### src/rtl/palette_lookup_arbiter.sv
// Shared 16x24 sprite palette with round-robin lookup arbitration between NUM_REQ fetch units.
// Loader writes take priority over lookups; responses return one cycle after the grant.
module palette_lookup_arbiter #(
  parameter int NUM_REQ         = 4,
  parameter int IDX_W           = 4,
  parameter int COLOR_W         = 24,
  parameter int TRANSPARENT_IDX = 0
) (
  input  logic                       i_clk,
  input  logic                       i_rst,
  input  logic [NUM_REQ-1:0]         i_req_valid,
  input  logic [NUM_REQ*IDX_W-1:0]   i_req_idx,
  output logic [NUM_REQ-1:0]         o_req_ready,
  output logic                       o_rsp_valid,
  output logic [$clog2(NUM_REQ)-1:0] o_rsp_id,
  output logic [COLOR_W-1:0]         o_rsp_color,
  output logic                       o_rsp_transparent,
  input  logic                       i_rsp_ready,
  input  logic                       i_wr_en,
  input  logic [IDX_W-1:0]           i_wr_addr,
  input  logic [COLOR_W-1:0]         i_wr_color
);

  localparam int ID_W  = $clog2(NUM_REQ);
  localparam int DEPTH = 2 ** IDX_W;

  logic [COLOR_W-1:0] r_palette [DEPTH];
  logic [ID_W-1:0]    r_rrPtr;
  logic               r_rspValid;
  logic [ID_W-1:0]    r_rspId;
  logic [COLOR_W-1:0] r_rspColor;
  logic               r_rspTransparent;

  logic               w_canIssue;
  logic               w_grantHit;
  logic [NUM_REQ-1:0] w_grantVec;
  logic [ID_W-1:0]    w_grantId;
  logic [IDX_W-1:0]   w_grantIdx;
  logic [ID_W-1:0]    w_nextPtr;
  int                 w_cand;

  // A loader write or a stalled, unconsumed response blocks any new lookup.
  assign w_canIssue = !i_rst && !i_wr_en && (!r_rspValid || i_rsp_ready);

  always_comb begin
    w_grantHit = 1'b0;
    w_grantVec = '0;
    w_grantId  = '0;
    w_cand     = 0;
    if (w_canIssue) begin
      for (int off = 0; off < NUM_REQ; off++) begin
        w_cand = (int'(r_rrPtr) + off) % NUM_REQ;
        if (!w_grantHit && i_req_valid[w_cand]) begin
          w_grantHit         = 1'b1;
          w_grantVec[w_cand] = 1'b1;
          w_grantId          = ID_W'(w_cand);
        end
      end
    end
  end

  assign w_grantIdx = i_req_idx[w_grantId*IDX_W +: IDX_W];
  assign w_nextPtr  = (w_grantId == ID_W'(NUM_REQ - 1)) ? '0 : w_grantId + ID_W'(1);

  always_ff @(posedge i_clk) begin
    if (i_rst) begin
      for (int e = 0; e < DEPTH; e++) begin
        r_palette[e] <= '0;
      end
    end else if (i_wr_en) begin
      r_palette[i_wr_addr] <= i_wr_color;
    end
  end

  // A registered response keeps its colour even if the loader rewrites that entry later.
  always_ff @(posedge i_clk) begin
    if (i_rst) begin
      r_rrPtr          <= '0;
      r_rspValid       <= 1'b0;
      r_rspId          <= '0;
      r_rspColor       <= '0;
      r_rspTransparent <= 1'b0;
    end else if (w_grantHit) begin
      r_rrPtr          <= w_nextPtr;
      r_rspValid       <= 1'b1;
      r_rspId          <= w_grantId;
      r_rspColor       <= r_palette[w_grantIdx];
      r_rspTransparent <= (w_grantIdx == IDX_W'(TRANSPARENT_IDX));
    end else if (r_rspValid && i_rsp_ready) begin
      r_rspValid <= 1'b0;
    end
  end

  assign o_req_ready       = w_grantVec;
  assign o_rsp_valid       = r_rspValid;
  assign o_rsp_id          = r_rspId;
  assign o_rsp_color       = r_rspColor;
  assign o_rsp_transparent = r_rspTransparent;

endmodule

### config.mk
export PLATFORM = sky130hd
export DESIGN_NAME = palette_lookup_arbiter
export DESIGN_NICKNAME = d
export VERILOG_FILES = /design/src/rtl/palette_lookup_arbiter.sv
export SDC_FILE = /design/constraint.sdc
export NUM_CORES = 1
export LEC_CHECK = 0
export CELL_PAD_IN_SITES_DETAIL_PLACEMENT = 2
export CELL_PAD_IN_SITES_GLOBAL_PLACEMENT = 2
export CORE_ASPECT_RATIO = 0.8
export CORE_MARGIN = 2
export CORE_UTILIZATION = 30
export DETAILED_ROUTE_END_ITERATION = 8
export GPL_TIMING_DRIVEN = 0
export HOLD_SLACK_MARGIN = 0.03
export PLACE_DENSITY = 0.66
export SLEW_MARGIN = 20
export SYNTH_ARGS = -nofsm -noshare
export SYNTH_HDL_FRONTEND = slang
export SYNTH_SLANG_ARGS = --single-unit
### constraint.sdc
create_clock -name i_clk -period 3.8 [get_ports i_clk]
set_input_delay 0.76 -clock i_clk [delete_from_list [all_inputs] [get_ports i_clk]]
set_output_delay 0.76 -clock i_clk [all_outputs]
set_load 0.02 [all_outputs]
* After elaboration in Yosys (flattened, before gate mapping)
Memories as Yosys holds them, arrays and structs flattened. A register that Yosys moved wholly into a read port is not among the register bits.
Index checks and enable logic that the tools add are counted.
** Storage, ports and cells
- Output and inout bits :: 32
- Logic and storage cells :: 99
- Memory bits (read-only) :: 0
- Latch bits :: 0
- Flip-flop bits (word level) :: 6
- Memories :: 1
- RAM bits :: 384
- Input port bits :: 52
** Memories
- r_palette :: depth 16, bits a word 24, rd ports 1, clocked after memory_dff 1, write ports 16, line 27 : logic [COLOR_W-1:0] r_palette [DEPTH];
** Cells by class
- Div/mod/pow operators :: 0
- Bitwise gates (word level) :: 6
- Muxes and demuxes :: 51
- Multipliers :: 0
- Reduce and logical (&&, ||, !) cells :: 23
- Order comparisons :: 8
- $add $sub $neg :: 4
- Equality and inequality tests :: 1
- Shift operators :: 1
** Operator list (number)
- 2-to-1 mux 4 bit :: 9
- 2-to-1 mux 1 bit :: 27
- 2-to-1 mux 24 bit :: 1
- OR reduction 24 bit :: 1
- variable part select 16 x 5 -> 4 bit :: 1
- less-than comparator 3 x 4 -> 1 bit (second input constant) :: 3
- 2-to-1 mux 2 bit :: 6
- bitwise OR 4 bit :: 3
- logical AND 1 bit :: 10
- >= comparator 3 x 1 -> 1 bit (second input constant) :: 3
- binary-select mux 1 bit (select 2 bit) :: 4
- demux 1 bit (select 2 bit) :: 4
- logical NOT 1 bit :: 6
- OR reduction 2 bit :: 3
- adder 2 x 1 -> 2 bit (second input constant) :: 2
- adder 2 bit (second input constant) :: 2
- logical NOT 4 bit :: 1
- AND 1 bit (first input constant) :: 3
- less-than comparator 2 x 3 -> 1 bit (second input constant) :: 1
- == test 2 bit (second input constant) :: 1
- >= comparator 2 x 1 -> 1 bit (second input constant) :: 1
- nonzero test 2 bit :: 1
- logical OR 1 bit :: 1

* Logic depth before layout (Yosys ltp)
- Depth after elaboration :: 19
- Gate-level depth with buffers :: 18
- Gate-level depth less buffers :: 11

* Least setup slack after synthesis
No wires, ideal clock.
- Kind :: register -> register
- From :: register r_rrPtr[0]
- To :: register r_rspColor[12] (netlist: o_rsp_color[12]) (read register of r_palette)
- Arrival time :: 3.737 ns
- Library setup time :: 0.124 ns
- Clock period less this slack :: 3.862 ns
- Data required time :: 3.676 ns
- Cell stages (with the launch flop) :: 18
- Buffers on the path :: 6
- Setup slack :: -0.062 ns
- Path through :: dfxtp_1 > buf_6 > buf_4 > inv_1 > ha_1 > buf_2 > or3b_1 > a211o_1 > nand3_2 > o21a_1 > buf_6 > mux4_2 > nand2b_1 > buf_6 > nor2_4 > buf_6 > a22o_1 > a2111o_1
** On the way
- Longest elaborated chain between the ends :: 17
- Elaborated cells between the ends (all ways) :: 34
- Classes of those cells :: add/sub (3); shift (1); mux (24); reduce/logical (6)
** RTL lines
- start, declared :: line 28 : logic [ID_W-1:0] r_rrPtr;
- start signal, assigned :: line 84 : r_rrPtr <= w_nextPtr;
- branches (longest 17 deep; another with adder 2 x 1 -> 2 bit)
- end, declared :: line 31 : logic [COLOR_W-1:0] r_rspColor;
Parallel ways; which one is timed is not known. The select of a mux whose other input is x is not followed.
A chain may end at the register's enable or synchronous reset.

* Final worst setup path
- From :: register r_rrPtr[0]
- To :: register r_rspColor[19] (netlist: o_rsp_color[19]) (read register of r_palette)
Same word-level chain as after synthesis.

==> impl_metrics.json <==
{
  "gr-total-overflow": 0,
  "max_cap_viols": 0,
  "routed_wl_mm": 88.0,
  "initial_utilization": 0.305,
  "filler_cell_count": 6672,
  "finalSetupTns_ns": -0.101,
  "layout-drive-gt1-share": 0.203,
  "die-height_microns": 236,
  "status": "finished with violations",
  "antenna_found_initial": 9,
  "grt.total_usage": 0.248,
  "largest_net_degree_at_the_start_of_global_routing": 25,
  "r2r-end": "o_rsp_color[19]$_SDFFE_PP0P_",
  "whs_ns": 0.466,
  "detailed_place.area_sq_um": 22000,
  "dieArea_sq_um": 69100,
  "setup.worst_path.class": "reg2reg",
  "power_density_nw_per_um2": 500,
  "number_of_buffers_added_on_ports": 82,
  "synthesis.area_sq_um": 20100,
  "synth_enable_flop_cells": 384,
  "cts_made_buffers": 45,
  "min_from": "o_rsp_id[1]$_SDFFE_PP0P_",
  "holdPathStages": 2,
  "syn_to_final_growth_pct": 25.0,
  "total_iterations_of_the_first_detailed_routing_run": 5,
  "maxClockFrequency_mhz": 259,
  "netlist_instances": 1606,
  "arrival_ns": 4.33,
  "worst_slew_margin_relative_to_its_limit": 0.328,
  "postLayoutSetupSlackWorst_ns": -0.0545,
  "floorplan.core_area_sq_um": 66000,
  "io_pins": 84,
  "post_cts_hold_buffers": 0,
  "multi_input_comb_area_sq_um": 8100,
  "drc": 0,
  "clock_latency_at_the_later_pin_of_the_worst_skew_pair_ns": 0.59,
  "synth_seq_cells": 414,
  "detail_placement_hpwl_mm": 58.5,
  "first_pass_grt_wire_length_mm": 121,
  "ys.flop_type": "sky130_fd_sc_hd__edfxtp_1",
  "vias_per_cell": 5.82,
  "critical_path_required_ns": 4.27,
  "num_antenna_cells": 0,
  "timing_hold_violations_final": 0,
  "r2r_cells": 15,
  "clock-root-buffer": "sky130_fd_sc_hd__clkbuf_16",
  "ctsLongestPathBuffers": 3,
  "setup_viol": 7,
  "route.vias.total": 15510,
  "grt_pass1_vias": 16176,
  "drv_slew": 0,
  "synth.yosys.seq_area_share": 0.603,
  "layout.cell_area.non_filler_sq_um": 25100,
  "ir_drop_v": 0.000289,
  "synth_cell_types": 58,
  "routabilityCongestion": 0.842,
  "ant_nets": 0,
  "max_slew.worst_pin.slew_ns": 1.01,
  "preCtsSetupSlack_ns": -2.46,
  "num_rows": 84,
  "fin_worst_skew_ns": 0.0139,
  "die_w_microns": 293,
  "critPathLaunchType": "flop",
  "clkSinkCount": 414,
  "fin_util": 0.381,
  "layout.nets": 1829,
  "routed_wire_length_per_instance_microns": 33.0,
  "total_number_of_yosys_warnings": 0,
  "cts_tree": "done",
  "seq_area_sq_um": 12100,
  "worstPathMaxFanout": 10,
  "p_leak_nw": 8.81,
  "synth-async-reset-ratio": 0,
  "worst_reg_to_reg_setup_slack_ns": -0.05,
  "timing.hold.worst.class": "reg2reg",
  "nets_in_the_synthesized_netlist": 1666,
  "synth.avg_cell_area_sq_um": 12.5,
  "time_the_worst_path_needs_with_i_o_delays_and_setup_ns": 3.85,
  "cp-end-kind": "flop",
  "worst_r2r_startpoint": "r_rrPtr[0]$_SDFFE_PP0P_",
  "clkSlewWorstSetupHoldPaths_ns": 0.06,
  "rsz0062_at_grt": "yes",
  "min_delay_worst_endpoint": "o_rsp_id[1]$_SDFFE_PP0P_",
  "dr.first_iter.drc_count": 1640,
  "h-tree-depth": 2,
  "fin_crit_sh": 1.01,
  "failed_checks": "negative setup slack"
}
## through the flow
step,std cells,power (mW)
CTS,2654,12.3
finish,2665,12.6
floorplan,1606,6.60
detailed placement,2548,7.66
global route,2665,12.8
global placement,2548,7.59
## routing by layer
metal | vias up | global-route usage | part of all wire
li1 | 6452 | - | -
met1 | 8204 | 0.351 | 0.44
met2 | 738 | 0.385 | 0.45
met3 | 116 | 0.0484 | 0.087
met4 | 0 | 0.0673 | 0.024
met5 | - | 0 | 0
## how the worst max path moves through the flow
stage                                        from                            to  cells past startpoint  slack [ns]
final                     r_rrPtr[0]$_SDFFE_PP0P_  o_rsp_color[19]$_SDFFE_PP0P_                     15       -0.05
after global routing      r_rrPtr[0]$_SDFFE_PP0P_  o_rsp_color[12]$_SDFFE_PP0P_                     16       -0.17
after CTS                 r_rrPtr[0]$_SDFFE_PP0P_  o_rsp_color[20]$_SDFFE_PP0P_                     16       -0.04
after detailed placement                    i_rst  o_rsp_color[18]$_SDFFE_PP0P_                     13       -2.46
after global placement                      i_rst  o_rsp_color[18]$_SDFFE_PP0P_                     13       -2.26
after floorplan           r_rrPtr[0]$_SDFFE_PP0P_  o_rsp_color[12]$_SDFFE_PP0P_                     17        0.03
## area by class of cell
class / count / area share
Inverter: 5 / 0.00105
Clock buffer: 59 / 0.0494
Timing Repair Buffer: 118 / 0.0467
Sequential cell: 414 / 0.483
Clock inverter: 24 / 0.00742
Multi-Input combinational cell: 1017 / 0.322
Buffer: 168 / 0.0477
Tap cell: 860 / 0.0428
## cells in the final DEF, fill, tap and decap left out, drive strengths merged, types with 2 or more instances in the layout
cell	count
a22o	22
and2	386
mux2	3
nor3	5
nand3	50
a2111o	23
buf	103
dfxtp	30
and3	60
a211oi	52
a211o	3
nor2	18
or4	2
mux4	3
or3	3
nand2b	8
inv	4
clkbuf	164
o21ai	97
or2	18
nor2b	3
nand3b	2
o211ai	8
a221o	4
edfxtp	384
clkinvlp	2
clkdlybuf4s50	77
ha	8
a32oi	89
mux2i	52
a21oi	10
a2111oi	53
o21a	2
o41a	2
nand2	17
bufinv	3
a2bb2oi	3
clkinv	20
## power breakdown
group | total [mW] | switching, mW | internal (mW)
Clock | 4.44 | 1.94 | 2.50
Combinational | 2.70 | 1.75 | 0.954
Sequential | 5.42 | 0.141 | 5.28
## cell usage after synthesis, drive strengths merged, types with 10 or more instances
library cell | instances | area [sq um]
a211oi | 52 | 390
a2111oi | 53 | 577
mux2i | 52 | 524
or2 | 18 | 113
a32oi | 89 | 780
a22o | 22 | 193
clkbuf | 135 | 508
dfxtp | 30 | 601
and2 | 386 | 2410
nor2 | 18 | 82.6
edfxtp | 384 | 11500
a21oi | 10 | 53.8
nand2 | 17 | 63.8
and3 | 60 | 375
o21ai | 97 | 489
a2111o | 23 | 259
nand3 | 50 | 255
buf | 35 | 219
## critical path: stages (launching register included)
cell and delay [ns]:
sky130_fd_sc_hd__dfxtp_4 0.35, sky130_fd_sc_hd__buf_8 0.09, sky130_fd_sc_hd__clkinvlp_4 0.09, sky130_fd_sc_hd__ha_4 0.29
sky130_fd_sc_hd__buf_8 0.11, sky130_fd_sc_hd__mux2i_1 0.26, sky130_fd_sc_hd__a22oi_2 0.13, sky130_fd_sc_hd__a2111o_1 0.50
sky130_fd_sc_hd__o211ai_1 0.19, sky130_fd_sc_hd__nand3_4 0.22, sky130_fd_sc_hd__nand2_4 0.21, sky130_fd_sc_hd__buf_8 0.18
sky130_fd_sc_hd__buf_8 0.21, sky130_fd_sc_hd__mux2i_1 0.32, sky130_fd_sc_hd__a2111oi_0 0.16, sky130_fd_sc_hd__a2111o_1 0.39
## flip-flops by register name, indices dropped and copies added, names as in the netlist
signal,flops
r_rrPtr,2
o_rsp_transparent,1
r_palette,384
o_rsp_valid,1
o_rsp_id,2
o_rsp_color,24
## cell families after synthesis
logic type / Yosys count / share of synthesized area
AND/OR/NAND/NOR: 576 / 0.173
flip-flops: 414 / 0.603
AO/OA/AOI/OAI: 375 / 0.150
buffers and inverters: 175 / 0.0371
multiplexers: 58 / 0.0311
adder cells (fa/ha/maj): 8 / 0.00498
## timing repair
| item | CTS | global route |
|---|---|---|
| setup buffers | 23 | 9 |
| gates resized for setup | 241 | 171 |
| setup endpoints to repair | 53 | 29 |
| pin swaps | 52 | 11 |
| gates cloned | 2 | 2 |
No activity file was read; power rests on OpenSTA's default activity.
